<file path="src/rtl/lcd_cmd_sequencer.sv">
// Purpose : queue host opcodes in a small FIFO and issue them one at a time to LCD_CTRL under its busy handshake.
// Latency : a command pushed into an empty FIFO with lcd_busy low strobes lcd_cmd_valid two cycles later.
// Backpr. : host_full is asserted at DEPTH entries; pushes while full are dropped and flagged as overflow.
module lcd_cmd_sequencer #(
  parameter int DEPTH       = 8,
  parameter int ACK_TIMEOUT = 4
) (
  input  logic       clk,
  input  logic       reset,
  input  logic [3:0] host_cmd,
  input  logic       host_push,
  output logic       host_full,
  output logic [3:0] lcd_cmd,
  output logic       lcd_cmd_valid,
  input  logic       lcd_busy,
  input  logic       lcd_done,
  output logic       seq_done,
  output logic [7:0] issued_cnt,
  output logic [2:0] err_flags
);

  localparam int AW = $clog2(DEPTH);
  localparam int TW = $clog2(ACK_TIMEOUT) + 1;
  localparam logic [AW:0]   CNT_FULL = (AW+1)'(DEPTH);
  localparam logic [TW-1:0] TMR_LAST = TW'(ACK_TIMEOUT - 1);

  typedef enum logic [2:0] {
    IDLE, ISSUE, WAIT_BUSY, WAIT_FREE, DRAIN, DONE
  } state_t;

  state_t        state_q, state_d;
  logic [TW-1:0] timer_q, timer_d;
  logic [3:0]    lcd_cmd_q, lcd_cmd_d;
  logic          lcd_cmd_valid_q, lcd_cmd_valid_d;
  logic          seq_done_q, seq_done_d;
  logic [7:0]    issued_cnt_q, issued_cnt_d;
  logic [2:0]    err_q, err_d;
  logic [AW-1:0] wr_ptr_q, wr_ptr_d;
  logic [AW-1:0] rd_ptr_q, rd_ptr_d;
  logic [AW:0]   count_q, count_d;
  logic [3:0]    mem_q [DEPTH];

  logic full;
  logic push_req;
  logic push_ok;
  logic pop;

  // Full is taken from the registered count, so a same-cycle pop never frees room for a push.
  assign full      = (count_q == CNT_FULL);
  assign push_req  = host_push && !seq_done_q;
  assign push_ok   = push_req && !full && (host_cmd <= 4'd11);
  assign pop       = (state_q == IDLE) && (count_q != '0) && !lcd_busy;

  assign host_full     = full;
  assign lcd_cmd       = lcd_cmd_q;
  assign lcd_cmd_valid = lcd_cmd_valid_q;
  assign seq_done      = seq_done_q;
  assign issued_cnt    = issued_cnt_q;
  assign err_flags     = err_q;

  // Next-state logic for the issue FSM, FIFO pointers and sticky status.
  always_comb begin
    state_d         = state_q;
    timer_d         = timer_q;
    lcd_cmd_d       = lcd_cmd_q;
    lcd_cmd_valid_d = 1'b0;
    seq_done_d      = seq_done_q;
    issued_cnt_d    = issued_cnt_q;
    err_d           = err_q;
    wr_ptr_d        = wr_ptr_q + AW'(push_ok);
    rd_ptr_d        = rd_ptr_q + AW'(pop);
    count_d         = count_q + (AW+1)'(push_ok) - (AW+1)'(pop);

    // Illegal opcodes and overflow are only flagged while the session is live.
    if (push_req && (host_cmd > 4'd11)) err_d[1] = 1'b1;
    if (push_req && full)               err_d[0] = 1'b1;

    case (state_q)
      IDLE: begin
        if (pop) begin
          lcd_cmd_d       = mem_q[rd_ptr_q];
          lcd_cmd_valid_d = 1'b1;
          if (issued_cnt_q != 8'hFF) issued_cnt_d = issued_cnt_q + 8'd1;
          state_d         = ISSUE;
        end
      end
      ISSUE: begin
        timer_d = '0;
        state_d = WAIT_BUSY;
      end
      WAIT_BUSY: begin
        if (lcd_busy) begin
          state_d = WAIT_FREE;
        end else if (timer_q == TMR_LAST) begin
          err_d[2] = 1'b1;
          state_d  = (lcd_cmd_q == 4'd0) ? DRAIN : IDLE;
        end else begin
          timer_d = timer_q + TW'(1);
        end
      end
      WAIT_FREE: begin
        if (!lcd_busy) state_d = (lcd_cmd_q == 4'd0) ? DRAIN : IDLE;
      end
      DRAIN: begin
        if (lcd_done) begin
          seq_done_d = 1'b1;
          state_d    = DONE;
        end
      end
      DONE: begin
        seq_done_d = 1'b1;
        count_d    = '0;
        rd_ptr_d   = wr_ptr_q;
      end
      default: state_d = IDLE;
    endcase
  end

  // FSM and control registers; reset aborts the session and empties the queue.
  always_ff @(posedge clk or posedge reset) begin
    if (reset) begin
      state_q         <= IDLE;
      timer_q         <= '0;
      lcd_cmd_q       <= 4'd0;
      lcd_cmd_valid_q <= 1'b0;
      seq_done_q      <= 1'b0;
      issued_cnt_q    <= 8'd0;
      err_q           <= 3'd0;
      wr_ptr_q        <= '0;
      rd_ptr_q        <= '0;
      count_q         <= '0;
    end else begin
      state_q         <= state_d;
      timer_q         <= timer_d;
      lcd_cmd_q       <= lcd_cmd_d;
      lcd_cmd_valid_q <= lcd_cmd_valid_d;
      seq_done_q      <= seq_done_d;
      issued_cnt_q    <= issued_cnt_d;
      err_q           <= err_d;
      wr_ptr_q        <= wr_ptr_d;
      rd_ptr_q        <= rd_ptr_d;
      count_q         <= count_d;
    end
  end

  // FIFO storage; contents are don't-care outside the valid window so no reset is needed.
  always_ff @(posedge clk) begin
    if (push_ok) mem_q[wr_ptr_q] <= host_cmd;
  end

endmodule

</file>
<file path="config.mk">
export PLATFORM = sky130hd
export DESIGN_NAME = lcd_cmd_sequencer
export DESIGN_NICKNAME = d
export VERILOG_FILES = /design/src/rtl/lcd_cmd_sequencer.sv
export SDC_FILE = /design/constraint.sdc
export NUM_CORES = 1
export LEC_CHECK = 0
export CAP_MARGIN = 15
export CORE_ASPECT_RATIO = 0.7
export CORE_MARGIN = 2
export CORE_UTILIZATION = 59
export CTS_BUF_LIST = sky130_fd_sc_hd__clkbuf_4 sky130_fd_sc_hd__clkbuf_8
export CTS_CLUSTER_SIZE = 20
export DETAILED_ROUTE_END_ITERATION = 12
export PLACE_DENSITY = 0.94
export SKIP_LAST_GASP = 1
export SLEW_MARGIN = 20
export SYNTH_ARGS = -nofsm -noshare
export SYNTH_HDL_FRONTEND = slang
export SYNTH_SLANG_ARGS = --single-unit
export TNS_END_PERCENT = 30
</file>
<file path="constraint.sdc">
create_clock -name clk -period 3.36 [get_ports clk]
set_input_delay 0.504 -clock clk [delete_from_list [all_inputs] [get_ports clk]]
set_output_delay 0.504 -clock clk [all_outputs]
set_load 0.005 [all_outputs]
</file>
==> flow_metrics.py, run 1 <==
metrics = {
    "run_status": {
        "outcome": "complete, no violations",
    },
    "sta": {
        "slew_viol_final": 0,
        "period_minus_slack_ps": 2460,
        "rsz0062_at_grt": "no",
        "period_share_pct": 73.3,
        "setup_tns_ps": 0,
        "maxSlewHeadroom_pct": 56.2,
        "fmax_mhz": 406,
        "holdWs_ps": 467,
        "hold_viol": 0,
        "finalSetupViolations": 0,
        "fin_skew_ps": 4.95,
        "tightestPinTransition_ps": 651,
        "finalWorstSetupSlack_ps": 897,
    },
    "place": {
        "dpl_cell_area_sq_um": 3260,
        "dpl.hpwl_microns": 3610,
        "gp_congestion": 0.833,
        "pre_cts_ws_ps": 686,
        "port_buffers": 26,
    },
    "worst_setup_path": {
        "critPathArrivalTime_ps": 1960,
        "cp.required_ps": 2860,
        "r2r_slack_ps": 920,
        "cp-end-kind": "output pin",
        "critPathMaxFanout": 3,
        "cp-start-kind": "flip-flop",
        "path_class": "reg -> out",
    },
    "clock_tree": {
        "clockRootBuffer": "clkbuf_8",
        "hold_buffers": 0,
        "numCtsBuffers": 9,
        "cts_setup_buffers": 0,
        "clock_latency_ps": 340,
        "cts_tree": "done",
        "htree_levels": 3,
        "clock_sinks": 65,
        "cts-resized-gates": 0,
        "clockBufferDepth": 2,
        "path_clk_slew_ps": 70,
    },
    "routing": {
        "drc_errors": 0,
        "routed_via_density": 5.58,
        "vias": 1762,
        "drt_iter0_markers": 107,
        "wl_per_cell_microns": 15.8,
        "wl_microns": 5010,
        "ant_nets": 0,
        "drt-pass1-iter-count": 4,
    },
    "synth": {
        "yosys-top-cells-area": "edfxtp_1 (33%), dfrtp_1 (28%), mux4_2 (6.2%), ha_1 (5.6%), nor2_1 (2.1%)",
        "ys_ff_latch": 65,
        "synth_edf_count": 32,
        "syn_area_sq_um": 2920,
        "yosys.area.top_type_share_pct": 32.9,
        "synth_fp_nets": 231,
        "synthesis.instances": 208,
        "synthMostInstantiatedCell": "dfrtp_1",
        "synth_top_cell_by_area": "edfxtp_1",
        "yosys_warnings": 0,
        "syn_avg_cell_area_sq_um": 14.0,
        "synth_common_cells": "dfrtp_1 (33), edfxtp_1 (32), nor2_1 (16), ha_1 (13)",
        "async_flop_share_pct": 50.8,
        "ys_types": 43,
        "ys_seq_area_share_pct": 61.3,
        "synth-main-ff-cell": "dfrtp_1",
    },
    "hold_path": {
        "hp-class": "reg -> reg",
    },
    "global_routing": {
        "grt_pass1_wl_microns": 8410,
        "grt_pass1_vias": 1695,
        "overflow": 0,
        "grt_usage_pct": 20.9,
        "antenna_found_initial": 0,
        "grt_max_degree": 34,
    },
    "final_layout": {
        "area_growth_pct": 18.7,
        "finalNetCount": 265,
        "drive_gt1_share_pct": 16.6,
        "n_antenna_cell": 0,
        "stdcell_area_sq_um": 3460,
    },
    "power_and_ir_drop": {
        "power.density_nw_per_um2": 836,
        "leakage_nw": 1.39,
        "p_total_w": 0.00289,
        "ir_worst_vdd_mv": 0.386,
    },
    "floorplan": {
        "die_width_microns": 88.0,
        "io_pins": 27,
        "start_util_pct": 61.0,
        "die_h_microns": 62.8,
        "rows": 21,
        "dieArea_sq_um": 5530,
        "core_area_sq_um": 4780,
    },
    "job": {
        "max-cap-violations": 0,
    },
}
==> worst max-delay path, stage by stage (launching register included) <==
cell and delay, ps:
dfrtp_1 360, inv_1 100, ha_1 150, nor3b_1 410, clkdlybuf4s50_1 600
==> logic make-up (layout without fill, tap and decap cells) <==
group	count (synthesis)	after routing	synth area share, %
AOI/OAI and AO/OA	32	32	7.55
xor gates and xnor gates	10	10	3.00
adders and majority gates	14	14	6.26
buffers and inverters	17	56	2.40
DFF	65	65	61.3
muxes	16	16	9.09
and+or+nand+nor	54	54	10.4
==> layout make-up <==
type	count	area, sq um
Inverter	11	41.3
Clock buffer	9	124
Fill cell	321	1320
Timing Repair Buffer	29	283
Multi-Input combinational cell	126	1060
Sequential cell	65	1790
Tap cell	69	86.3
Clock inverter	7	80.1
==> flip-flops by register name, indices dropped and copies added, names as in the netlist <==
name and count:
err_flags 3, count_q 4, wr_ptr_q 3, lcd_cmd 4
issued_cnt 8, lcd_cmd_valid 1, timer_q 3, mem_q 32
rd_ptr_q 3, seq_done 1, state_q 3
==> power breakdown <==
group / internal [W] / leakage, nW / switching (W)
Combinational: 0.000542 / 0.606 / 0.000411
Clock: 0.000348 / 0.0960 / 0.000302
Sequential: 0.00104 / 0.688 / 0.000248
==> through the flow <==
step	instances	utilization [%]
floorplan	208	-
global placement	300	68.1
detailed placement	300	68.1
CTS	316	72.4
global route	316	72.4
finish	316	72.4
==> routing by layer <==
layer,track usage (%),up-vias,share of wire [%]
li1,-,834,-
met1,30.3,865,48
met2,28.0,59,45
met3,9.11,4,6.3
met4,7.95,0,1.1
met5,0,-,0
==> layout by cell type, fill, tap and decap left out, types with 3 or more instances in the layout <==
cell type / count
a21o_1: 4
a21oi_1: 11
and3_1: 3
buf_4: 3
clkbuf_8: 9
clkdlybuf4s50_1: 26
clkinv_4: 3
dfrtp_1: 33
edfxtp_1: 32
ha_1: 13
inv_1: 11
mux2_2: 4
mux2i_1: 4
mux4_2: 8
nand2_1: 10
nand2b_1: 5
nor2_1: 16
nor2b_1: 3
o21ai_0: 7
xnor2_1: 5
xor2_1: 5
==> worst paths after layout <==
kind	cells after the start	to	startpoint
worst min-delay path	1	err_flags[0]	err_flags[0]
max in group asynchronous	3	wr_ptr_q[2]	reset
min in group asynchronous	3	timer_q[2]	reset
worst max register to register	9	count_q[3]	state_q[0]
worst min register to register	1	err_flags[0]	err_flags[0]
worst max-delay path	4	host_full	count_q[2]
(Power assumes the default switching activity.)
==> run 2: changes to the inputs <==
--- a/config.mk
+++ b/config.mk
@@ -8,11 +8,11 @@
 export CAP_MARGIN = 15
 export CORE_ASPECT_RATIO = 0.7
 export CORE_MARGIN = 2
-export CORE_UTILIZATION = 59
+export CORE_UTILIZATION = 53
 export CTS_BUF_LIST = sky130_fd_sc_hd__clkbuf_4 sky130_fd_sc_hd__clkbuf_8
 export CTS_CLUSTER_SIZE = 20
 export DETAILED_ROUTE_END_ITERATION = 12
-export PLACE_DENSITY = 0.94
+export PLACE_DENSITY = 0.89
 export SKIP_LAST_GASP = 1
 export SLEW_MARGIN = 20
 export SYNTH_ARGS = -nofsm -noshare
==> constraint.sdc (replaced) <==
create_clock -name clk -period 2.2 [get_ports clk]
set_input_delay 0.33 -clock clk [delete_from_list [all_inputs] [get_ports clk]]
set_output_delay 0.33 -clock clk [all_outputs]
set_load 0.005 [all_outputs]
==> flow_metrics.py, run 2 (synthesis results as in run 1) <==
metrics = {
    "final_layout": {
        "top_register": "mem_q",
        "utilization_pct": 69.6,
        "layout_common_cells": "dfrtp_1 (33), edfxtp_1 (32), clkdlybuf4s50_1 (26)",
        "finalNetCount": 280,
        "drive_gt1_share_pct": 24.4,
        "area_growth_pct": 26.2,
        "largest_reg_flops": 32,
        "final_cell_count_no_fill": 334,
        "n_antenna_cell": 0,
        "final_common_cell": "dfrtp_1",
        "nFillCells": 355,
    },
    "clock_tree": {
        "clock_sinks": 65,
        "hold_buffers": 0,
        "path_clk_slew_ps": 70,
        "numCtsBuffers": 9,
        "clock_latency_ps": 340,
        "htree_levels": 3,
        "clockBufferDepth": 2,
        "clockRootBuffer": "clkbuf_8",
        "cts_tree": "done",
    },
    "worst_setup_path": {
        "r2r_cells": 7,
        "cp.required_ps": 2430,
        "critPathTopFamily": "adder cells",
        "critPathMaxFanout": 3,
        "cp.buffers_inverters": 1,
        "path_class": "reg -> reg",
        "cp-start-kind": "flip-flop",
        "critPathMaxStageDelay_ps": 430,
        "path_cells": "or3_4, a211oi_4, ha_4, inv_4, ha_4, fa_2, and2_1",
        "crit_slowest_cell": "or3_4",
        "worst-path-stages": 7,
        "cp-end-kind": "flip-flop",
        "critPathArrivalTime_ps": 2450,
        "crit_top_cell": "ha_4",
    },
    "sta": {
        "slew_viol_final": 0,
        "period_minus_slack_ps": 2220,
        "finalSetupViolations": 1,
        "holdWs_ps": 296,
        "fin_skew_ps": 12.6,
        "hold_viol": 0,
        "period_share_pct": 101,
        "rsz0062_at_grt": "yes",
        "tightestPinTransition_ps": 537,
        "finalWorstSetupSlack_ps": -17.4,
        "fmax_mhz": 451,
        "maxSlewHeadroom_pct": 64.2,
    },
    "run_status": {
        "violations": "negative setup slack",
        "outcome": "finished with violations",
    },
    "power_and_ir_drop": {
        "intPower_w": 0.00332,
        "switching_share_pct": 31.7,
        "power_switching_w": 0.00155,
        "pwr-share-seq_pct": 39.8,
        "leakage_nw": 1.50,
        "power_frac_clock_pct": 25.5,
        "ir_worst_vdd_mv": 0.638,
        "p_comb_share_pct": 34.7,
        "power.density_nw_per_um2": 1320,
        "p_total_w": 0.00487,
    },
    "place": {
        "dpl.hpwl_microns": 3930,
        "pre_cts_ws_ps": -154,
        "dp_cells": 317,
        "gp_congestion": 0.795,
        "port_buffers": 26,
    },
    "routing": {
        "drc_errors": 0,
        "wl_per_cell_microns": 16.7,
        "drt_iter0_markers": 138,
        "vias": 1818,
        "routed_via_density": 5.44,
        "wl_microns": 5570,
        "ant_nets": 0,
        "drt-pass1-iter-count": 5,
    },
    "floorplan": {
        "die_width_microns": 92.7,
        "rows": 22,
        "die_h_microns": 66.1,
        "dieArea_sq_um": 6120,
        "core_area_sq_um": 5290,
        "start_util_pct": 55.2,
        "io_pins": 27,
    },
    "global_routing": {
        "grt_usage_pct": 20.9,
        "grt_pass1_vias": 1858,
        "grt_max_degree": 17,
        "grt_pass1_wl_microns": 9300,
        "antenna_found_initial": 0,
        "overflow": 0,
    },
    "hold_path": {
        "hp-class": "in -> async",
    },
    "job": {
        "max-cap-violations": 0,
    },
}
-- run 2: through the flow --
step | setup TNS (ps) | area [sq um]
floorplan | -220 | 2950
global placement | -183 | 3390
detailed placement | -316 | 3390
CTS | -32.0 | 3640
global route | -391 | 3680
finish | -17.4 | 3680
-- run 2: worst paths after layout --
path,startpoint,slack [ps],end
min in group clk,err_flags[0],470,err_flags[0]
worst max-delay path,state_q[1],-20,count_q[1]
max in group asynchronous,reset,1370,err_flags[1]
worst min register to register,err_flags[0],470,err_flags[0]
worst max register to register,state_q[1],-20,count_q[1]
worst min-delay path,reset,300,rd_ptr_q[1]
-- run 2: what timing repair did --
item / CTS / global route
endpoints found under the setup margin: 4 / 4
buffers inserted: 0 / 1
pin swaps: 0 / 9
gates resized for setup: 1 / 7
-- run 2: area by class of cell --
type                    instances  area (sq um)  area share [%]
flip-flops and latches         65          1790            48.5
multi-input cells             126          1110            30.3
repair buffers                 44           395            10.7
clock buffers                  10           131            3.57
clock inverters                 6           116            3.16
well taps                      72          90.1            2.45
inverters                      11          46.3            1.26
-- run 2: layer usage --
layer	GRT usage, %	vias to the layer above	wire length (microns)
li1	-	865	-
met1	28.5	896	2590
met2	32.0	49	2610
met3	6.73	8	279
met4	7.17	0	90
met5	0	-	0
-- run 2: power groups by stage --
stage	Clock [W]	Combinational (W)	Sequential, W
floorplan	0	0.00113	0.00183
global placement	0	0.00155	0.00192
detailed placement	0	0.00161	0.00195
CTS	0.00125	0.00163	0.00193
global route	0.00132	0.00191	0.00199
finish	0.00124	0.00169	0.00194
